[src/rtl/fetch_stage_v.sv]
// rtl/fetch_stage_v.sv - instruction fetch stage: PC, ROM addressing, valid/ready to decode
// Optional feature macro: FETCH_MISALIGN_CHECK_EN (adds sticky fetch_misaligned output and freeze).
module fetch_stage_v #(
    parameter logic [31:0] RESET_PC = 32'h0000_0000,
    parameter int unsigned ROM_AW   = 10
) (
    input  logic              clk,
    input  logic              rst_n,
    input  logic              redirect_valid,
    input  logic [31:0]       redirect_pc,
    output logic [ROM_AW-1:0] rom_addr,
    input  logic [31:0]       rom_instr,
    output logic              out_valid,
    input  logic              out_ready,
    output logic [31:0]       out_pc,
    output logic [31:0]       out_instr
`ifdef FETCH_MISALIGN_CHECK_EN
    ,
    output logic              fetch_misaligned
`endif
);

    logic [31:0] pc_q, pc_d;
    logic [31:0] if_pc_q, if_pc_d;
    logic        if_v_q, if_v_d;

    logic        redir_take;
    logic [31:0] redir_tgt;
    logic        advance;
    logic [31:0] issue_pc;

`ifdef FETCH_MISALIGN_CHECK_EN
    logic        misal_q, misal_d;
    logic        redir_bad;

    // Once frozen, redirects are ignored; the target keeps its low bits so they can be checked.
    assign redir_take       = redirect_valid & ~misal_q;
    assign redir_tgt        = redirect_pc;
    assign redir_bad        = redir_take & (redirect_pc[1:0] != 2'b00);
    assign fetch_misaligned = misal_q;
`else
    logic        unused_pc_lsbs;

    // Low bits of the target are dropped so the PC is always word aligned.
    assign redir_take     = redirect_valid;
    assign redir_tgt      = {redirect_pc[31:2], 2'b00};
    assign unused_pc_lsbs = ^redirect_pc[1:0];
`endif

    // Issue a new fetch unless a presented word is stalled; a stalled word is simply re-read.
    always_comb begin
        advance   = ~if_v_q | out_ready | redir_take;
        issue_pc  = redir_take ? redir_tgt : pc_q;
        rom_addr  = advance ? issue_pc[ROM_AW+1:2] : if_pc_q[ROM_AW+1:2];
        out_valid = if_v_q & ~redir_take;
        out_pc    = if_pc_q;
        out_instr = rom_instr;
    end

    // Next-state: advance moves the issued PC into the in-flight slot, otherwise everything holds.
    always_comb begin
        pc_d    = pc_q;
        if_pc_d = if_pc_q;
        if_v_d  = if_v_q;
`ifdef FETCH_MISALIGN_CHECK_EN
        misal_d = misal_q;
        if (misal_q) begin
            if_v_d = 1'b0;
        end else if (redir_bad) begin
            misal_d = 1'b1;
            if_v_d  = 1'b0;
        end else if (advance) begin
            if_v_d  = 1'b1;
            if_pc_d = issue_pc;
            pc_d    = issue_pc + 32'd4;
        end
`else
        if (advance) begin
            if_v_d  = 1'b1;
            if_pc_d = issue_pc;
            pc_d    = issue_pc + 32'd4;
        end
`endif
    end

    // State registers with asynchronous clear so out_valid drops the moment reset asserts.
    always_ff @(posedge clk or negedge rst_n) begin
        if (!rst_n) begin
            pc_q    <= RESET_PC;
            if_pc_q <= 32'h0000_0000;
            if_v_q  <= 1'b0;
`ifdef FETCH_MISALIGN_CHECK_EN
            misal_q <= 1'b0;
`endif
        end else begin
            pc_q    <= pc_d;
            if_pc_q <= if_pc_d;
            if_v_q  <= if_v_d;
`ifdef FETCH_MISALIGN_CHECK_EN
            misal_q <= misal_d;
`endif
        end
    end

endmodule
[config.mk]
export PLATFORM = sky130hd
export DESIGN_NAME = fetch_stage_v
export DESIGN_NICKNAME = d
export VERILOG_FILES = /design/src/rtl/fetch_stage_v.sv
export SDC_FILE = /design/constraint.sdc
export NUM_CORES = 1
export LEC_CHECK = 0
export BUFFER_PORTS_ARGS = -buffer_cell sky130_fd_sc_hd__buf_2
export CAP_MARGIN = 20
export CELL_PAD_IN_SITES_DETAIL_PLACEMENT = 1
export CELL_PAD_IN_SITES_GLOBAL_PLACEMENT = 1
export CORE_UTILIZATION = 40
export DETAILED_ROUTE_END_ITERATION = 8
export PLACE_DENSITY_LB_ADDON = 0.25
export SYNTH_ARGS = -nofsm -noshare
export SYNTH_HDL_FRONTEND = slang
export SYNTH_SLANG_ARGS = --single-unit
[constraint.sdc]
create_clock -name clk -period 3.5 [get_ports clk]
set_clock_uncertainty 0.15 [all_clocks]
set_input_delay 0.525 -clock clk [delete_from_list [all_inputs] [get_ports clk]]
set_output_delay 0.525 -clock clk [all_outputs]
set_load 0.03 [all_outputs]
==> results of run 1 <==
routing by layer:
metal,part of all wire [%],vias to the layer above
met5,0,-
met3,3.2,15
li1,-,1569
met1,48,1665
met4,1.2,0
met2,48,71
cell usage after synthesis (all sizes together), types with 3 or more instances:
master and count:
a21oi 13, a22oi 6, and2 4, and3 3, buf 43, clkbuf 14
dfrtp 61, mux2 3, mux2i 46, nand2 55, nand2b 4, nand3 14
nand3b 7, nand4 13, nand4b 8, nor2 28, nor2b 3, nor3 9
nor4 5, o21ai 27, xnor2 29, xor2 23
area by class of cell:
cell class,count,area share (%)
repair buffers,85,10.32
clock inverters,4,0.9934
flip-flops and latches,61,33.66
clock buffers,12,3.642
inverters,1,0.08278
multi-input cells,320,47.63
well taps,133,3.670
sequential cells by signal, summed over array words and instances, names as in the netlist:
register / cells
out_pc: 30
pc_q: 30
if_v_q: 1
per-stage QoR:
| step | cell area (um2) | util [%] | cells |
|---|---|---|---|
| finish | 4534 | 46.39 | 616 |
| CTS | 4534 | 46.39 | 616 |
| global route | 4534 | 46.39 | 616 |
| global placement | 4324 | 44.24 | 600 |
| floorplan | 4044 | - | 439 |
| detailed placement | 4324 | 44.24 | 600 |
layout by cell type (no fill, tap or decap), types with 2 or more instances in the layout:
cell,count
nor2b_1,2
a21o_1,2
nand4_1,13
nor4_1,3
o21ai_0,27
a211oi_1,2
nand3_1,12
nand3_2,2
mux2_2,3
and3_1,3
xor2_1,23
nand4b_1,7
mux2i_1,46
conb_1,3
buf_2,73
a31oi_1,2
xnor2_1,29
buf_4,11
a21oi_1,13
nor3_1,9
and2_1,4
nor4_2,2
a22oi_1,5
clkbuf_8,12
clkinv_2,3
nor2_1,28
nand2_1,55
nand2b_1,4
dfrtp_1,61
nand3b_1,6
worst register-to-register path, delay by kind of cell (launching register included):
family | cells | cell delay, ps
and+or+nand+nor | 3 | 660
DFF | 1 | 420
AOI/OAI and AO/OA | 1 | 380
muxes | 2 | 280
adders and majority gates | 1 | 220
buffers and inverters | 1 | 210
xor gates and xnor gates | 1 | 160
power by group:
group | total [mW] | switching, mW | internal, mW
combinational | 0.498 | 0.318 | 0.180
sequential | 0.874 | 0.0843 | 0.790
clock | 0.675 | 0.292 | 0.384
total | 2.05 | 0.694 | 1.35
cell families after synthesis:
kind of cell,count (synthesis)
simple gates,155
buf+inv,58
xor+xnor,52
fa+ha+maj,1
flops,61
compound gates,60
mux,49
other cells,2
worst paths after layout:
check / start / end / cells past startpoint
worst max-delay path: redirect_valid / rom_addr[0] / 6
worst min-delay path: rst_n / out_pc[6] / 1
worst max register to register: pc_q[2] / pc_q[30] / 9
worst min register to register: out_pc[10] / out_pc[10] / 2
max in group asynchronous: rst_n / out_pc[18] / 2
min in group clk: redirect_pc[31] / out_pc[31] / 3
==> summary.md, run 1 <==
| Metric | Value |
|---|---|
| Clock Latency Late Sink | 340 ps |
| Die H | 102.5 um |
| Sequential Area | 0.001526 mm2 |
| Area of the multi-input gates | 0.002160 mm2 |
| Total track usage | 20.73% |
| Avg WL per Cell | 16.75 um |
| Setup WS pre-CTS | 546.2 ps |
| Reg clk slew, reported paths | 70 ps |
| Nets@finish | 547 |
| Total CTS buffers | 9 |
| Largest net degree at the start of global routing | 91 |
| Synth Instances | 438 |
| Period utilisation layout | 75.07% |
| Reg2Reg Setup Slack | 880 ps |
| DR DRC count | 0 |
| Initial core utilization | 41.33% |
| Filler cell count | 1186 |
| Setup TNS | 0 ps |
| GRT met2 Usage | 33.38% |
| Mapped Avg Cell Area | 9.224 um2 |
| Main area contributors after synthesis | dfrtp_1 38%, mux2i_1 11%, buf_4 6.3% |
| Register area share after synthesis | 37.78% |
| Share of cells above drive strength 1 | 23.19% |
| Routability-driven placement congestion ratio | 0.7589 |
| Class of the worst hold path | in2async |
| GR peak layer | met2 |
| First-pass GRT wire length | 16.65 mm |
| Port Buffers | 74 |
| Critical path class | in2out |
| IO Pins | 143 |
| Num rows | 36 |
| Critical path launch point type | primary input |
| Dominant synthesized flop cell | dfrtp_1 |
| Chip Width | 102.5 um |
| Critical Path AT | 1950 ps |
| Share of the synthesized area in the top cell type | 37.78% |
| Critical path endpoint category | primary output |
| Critical path, cell by cell | buf_4 -> buf_12 -> nor2_1 -> nor2_1 -> nor2_1 -> buf_2 |
| Met3 global-route usage | 3.186% |
| Worst path slowest cell | nor2_1 |
| Drt total wl | 10.32 mm |
| Status | completed |
| Placeable Area | 0.009774 mm2 |
| CP Buf/Inv Count | 3 |
| Post-Synth Simple-Gate Area | 20.16% |
| Max VDD drop | 0.0001626 V |
| Fin. max-slew vios | 0 |
| Area delta synth->final | 12.23% |
| ANT nets after route | 0 |
| Initial antenna violation count | 0 |
| Mux share of post-synthesis cell area | 12.23% |
| RSZ-0062 raised after global routing | false |
| Overflow left after global routing | 0 |
| Netlist Area Pre-Place | 0.004040 mm2 |
| Drt via density | 5.390 |
| Fin. Hold Viols | 0 |
| Largest family of logic cells by synthesized area | simple AND/OR/NAND/NOR gates |
| CTS tree | done |
| Final setup violation count | 0 |
| PD cells | 451.5 mW/mm2 |
| Adder-cell share of the synthesized area | 0.3097% |
| Count of cell types in the netlist | 46 |
| Synth area leader | dfrtp_1 |
| Post-synth ARST share | 100.0% |
| CTS resizes | 0 |
| Final WS setup | 872.5 ps |
| Vias | 3320 |
| H-tree depth | 3 |
| Worst hold slack | 170.3 ps |
| Met1 Use GR | 28.55% |
| Root buf cell | clkbuf_8 |
| Clock Path Buffers | 2 |
| Hold_buf cts | 0 |
| Number of flops mapped to enable cells by yosys | 0 |
| Yosys warnings | 0 |
| Compound-gate portion of the synthesized area | 9.012% |
| Tot Pwr | 2.047 mW |
| Post-CTS Setup Bufs | 0 |
| CP max FO | 90 |
| WP data required | 2820 ps |
| CP top delay family | simple AND/OR/NAND/NOR gates |
| Max-Cap Viols | 0 |
| FMAX | 0.3806 GHz |
| Die Area | 0.01051 mm2 |
| ANT cells | 0 |
| Pleak | 1.946 nW |
| Minimum clock period after layout | 2627 ps |
| Most used cell, CP | nor2_1 |
| Vias in the first global route | 3243 |
| Synth Register Bits | 61 |
| CTS Sinks | 61 |
| TritonRoute pass-1 iters | 4 |
| Initial DRC Count | 94 |
| Post-synthesis xor/xnor area fraction | 11.27% |
| Final HPWL DP | 7.522 mm |
| Slew margin rel. | 37.57% |
| Crit-path max cell delay | 500 ps |
| Worst-Margin Slew | 936.4 ps |
Note: power is estimated with default switching activity, not from simulation.
==> run 2: changes to the inputs <==
Settings changed: CORE_UTILIZATION 40 to 34.
Clock period 3.5 ns to 2.2 ns, I/O delays scaled along.
==> run 2 against run 1 <==
  * The flow now finishes with violations (DRC)
  * Clock power is 130% higher
  * Sequential share of layout area is 4.9 points lower
  * Die area is 17% higher
  * Critical endpoint is now pc_q[28]
==> summary.md, run 2 (synthesis gave the netlist of run 1 again) <==
| Metric | Value |
|---|---|
| Drt via density | 5.209 (-3.4%) |
| Reg2Reg Setup Slack | 20 ps (-860 ps) |
| H-tree depth | 3 (unchanged) |
| Largest net degree at the start of global routing | 31 (-66%) |
| RSZ-0062 raised after global routing | true |
| Share of cells above drive strength 1 | 34.94% (+12 points) |
| Crit. Startpoint | pc_q[3] |
| # placed instances | 660 (+10%) |
| Most used cell, CP | nand4_1 |
| Max-Cap Viols | 0 (unchanged) |
| Max VDD drop | 0.0002895 V (+78%) |
| Initial DRC Count | 145 (+54%) |
| CP max FO | 4 (-96%) |
| CTS tree | done |
| Num rows | 39 (+8.3%) |
| Critical path launch point type | flop |
| First-pass GRT wire length | 19.46 mm (+17%) |
| Placeable Area | 0.01152 mm2 (+18%) |
| Most frequent cells in the layout | 73 x buf_2, 61 x dfrtp_1, 56 x buf_4 |
| Clock Path Buffers | 2 (unchanged) |
| Overflow left after global routing | 0 (unchanged) |
| Final HPWL DP | 8.574 mm (+14%) |
| Worst-Margin Slew | 559.0 ps (-377.4 ps) |
| Drt total wl | 11.89 mm (+15%) |
| Initial antenna violation count | 0 (unchanged) |
| Die H | 111.0 um (+8.3%) |
| Critical path, cell by cell | mux2_4 -> ha_4 -> nand4_1 -> a22oi_2 -> nand4_1 -> buf_6 -> nor4_4 -> xnor2_1 -> mux2i_1 |
| Area delta synth->final | 31.56% |
| Root buf cell | clkbuf_16 |
| CP Depth | 9 (+3) |
| Vias in the first global route | 3765 (+16%) |
| Routability-driven placement congestion ratio | 0.7657 (+0.90%) |
| Placed Area | 0.004830 mm2 (+12%) |
| Critical path class | reg2reg |
| Fin. max-slew vios | 0 (unchanged) |
| CP top delay family | simple AND/OR/NAND/NOR gates |
| Reg clk slew, reported paths | 50 ps (-20 ps) |
| DR DRC count | 16 (+16) |
| Most common cell after layout, fill and taps aside | buf_2 |
| Worst path slowest cell | dfrtp_1 |
| Pleak | 2.337 nW (+20%) |
| Fin. Hold Viols | 0 (unchanged) |
| Setup WS pre-CTS | -312.6 ps (-858.7 ps) |
| Filler cell count | 1324 (+12%) |
| CTS Sinks | 61 (unchanged) |
| Worst Reg2Reg Path Length in Cells | 9 (unchanged) |
| Nets@finish | 602 (+10%) |
| Total CTS buffers | 9 (unchanged) |
| Class of the worst hold path | in2reg |
| Status | finished, violations left |
| Failing checks | DRC |
| ANT nets after route | 0 (unchanged) |
| Worst Setup EP | pc_q[28] |
| Initial core utilization | 35.08% (-6.3 points) |
| Sequential Area | 0.001526 mm2 (unchanged) |
| Critical Path AT | 2240 ps (+290 ps) |
| Clock Latency Late Sink | 330 ps (about the same) |
| CP Buf/Inv Count | 1 (-2) |
| Reg2reg end | pc_q[28] |
| Critical path endpoint category | flop |
| Startpoint of the worst register-to-register path | pc_q[3] |
| Avg WL per Cell | 17.45 um (+4.2%) |
| FMAX | 0.4579 GHz |
| Slew margin rel. | 62.73% (+25 points) |
| Minimum clock period after layout | 2184 ps |
| WP data required | 2250 ps (-570 ps) |
| PD cells | 731.9 mW/mm2 (+62%) |
| Vias | 3547 (+6.8%) |
| Port Buffers | 74 (unchanged) |
| IO Pins | 143 (unchanged) |
| Final setup violation count | 0 (unchanged) |
| Chip Width | 111.0 um (+8.3%) |
| Total track usage | 19.91% (-0.82 points) |
| Crit-path max cell delay | 350 ps (-150 ps) |
| Area of the multi-input gates | 0.002341 mm2 (+8.4%) |
| Final WS setup | 16.19 ps (-856.4 ps) |
| TritonRoute pass-1 iters | 6 (+2) |
| Finished Cell Area | 0.005315 mm2 (+17%) |
| ANT cells | 0 (unchanged) |
| Period utilisation layout | 99.26% |
| Die Area | 0.01232 mm2 (+17%) |
| Count of non-filler cells in the finished layout | 681 (+11%) |
run 2: changes by cell type in the layout (fill, tap and decap cells not counted), moves of 6 or more:
cell	change
buf_4	+45
buf_6	+6
clkbuf_16	+9
clkbuf_8	-10
nor3_1	-7
o21ai_0	-7
run 2: stage by stage:
step           hold slack (ps)  total power [mW]  utilization (%)  TNS, ps
3_3_place_gp             198.6             2.297            41.94    -3085
3_5_place_dp             208.3             2.332            41.94    -4087
4_1_cts                  107.1             3.928            45.05        0
5_1_grt                  140.3             4.081            46.15   -799.3
6_report                 114.9             3.890            46.15        0
2_1_floorplan           -115.6             2.064                -    -4521
run 2: layer usage:
metal | vias to the layer above | part of all wire [%] | routed length (um) | GRT usage (%)
met5 | - | 0 | 0 | 0
met4 | 0 | 1.4 | 168 | 6.301
met3 | 20 | 4.0 | 477 | 3.663
met2 | 68 | 50 | 5895 | 34.30
met1 | 1773 | 45 | 5343 | 25.17
li1 | 1686 | - | - | -
run 2: worst min path at each step:
stage                         start    endpoint  slack, ps  cells after the start
global placement              rst_n   out_pc[3]        200                      1
detailed placement            rst_n  out_pc[10]        210                      1
CTS                 redirect_pc[31]  out_pc[31]        110                      3
floorplan                     rst_n      if_v_q       -120                      0
global route        redirect_pc[28]  out_pc[28]        140                      3
finish              redirect_pc[31]  out_pc[31]        110                      3
run 2: layout make-up:
| class | count | share of cell area, % |
|---|---|---|
| Multi-Input combinational cell | 320 | 44.04 |
| Timing Repair Buffer | 140 | 17.66 |
| Clock buffer | 12 | 4.826 |
| Sequential cell | 61 | 28.72 |
| Tap cell | 143 | 3.366 |
| Clock inverter | 4 | 1.318 |
| Inverter | 1 | 0.07062 |
run 2: where the power goes:
part | total (mW) | switching (mW) | internal (mW)
Sequential | 1.39 | 0.127 | 1.26
Clock | 1.57 | 0.516 | 1.05
Combinational | 0.938 | 0.567 | 0.371
run 2: what timing repair did:
item / 4_1_cts / 5_1_grt
hold endpoints to repair: 20 / 0
resized for setup: 3 / 22
hold buffers: 1 / 0
setup endpoints to repair: 5 / 13
buffers inserted: 1 / 3
pin swaps: 1 / 8
run 2: worst register-to-register path, stage by stage (launching register included):
cell and delay [ps]:
dfrtp_1 350, mux2_4 170, ha_4 140, nand4_1 120
a22oi_2 240, nand4_1 130, buf_6 160, nor4_4 310
xnor2_1 190, mux2i_1 100
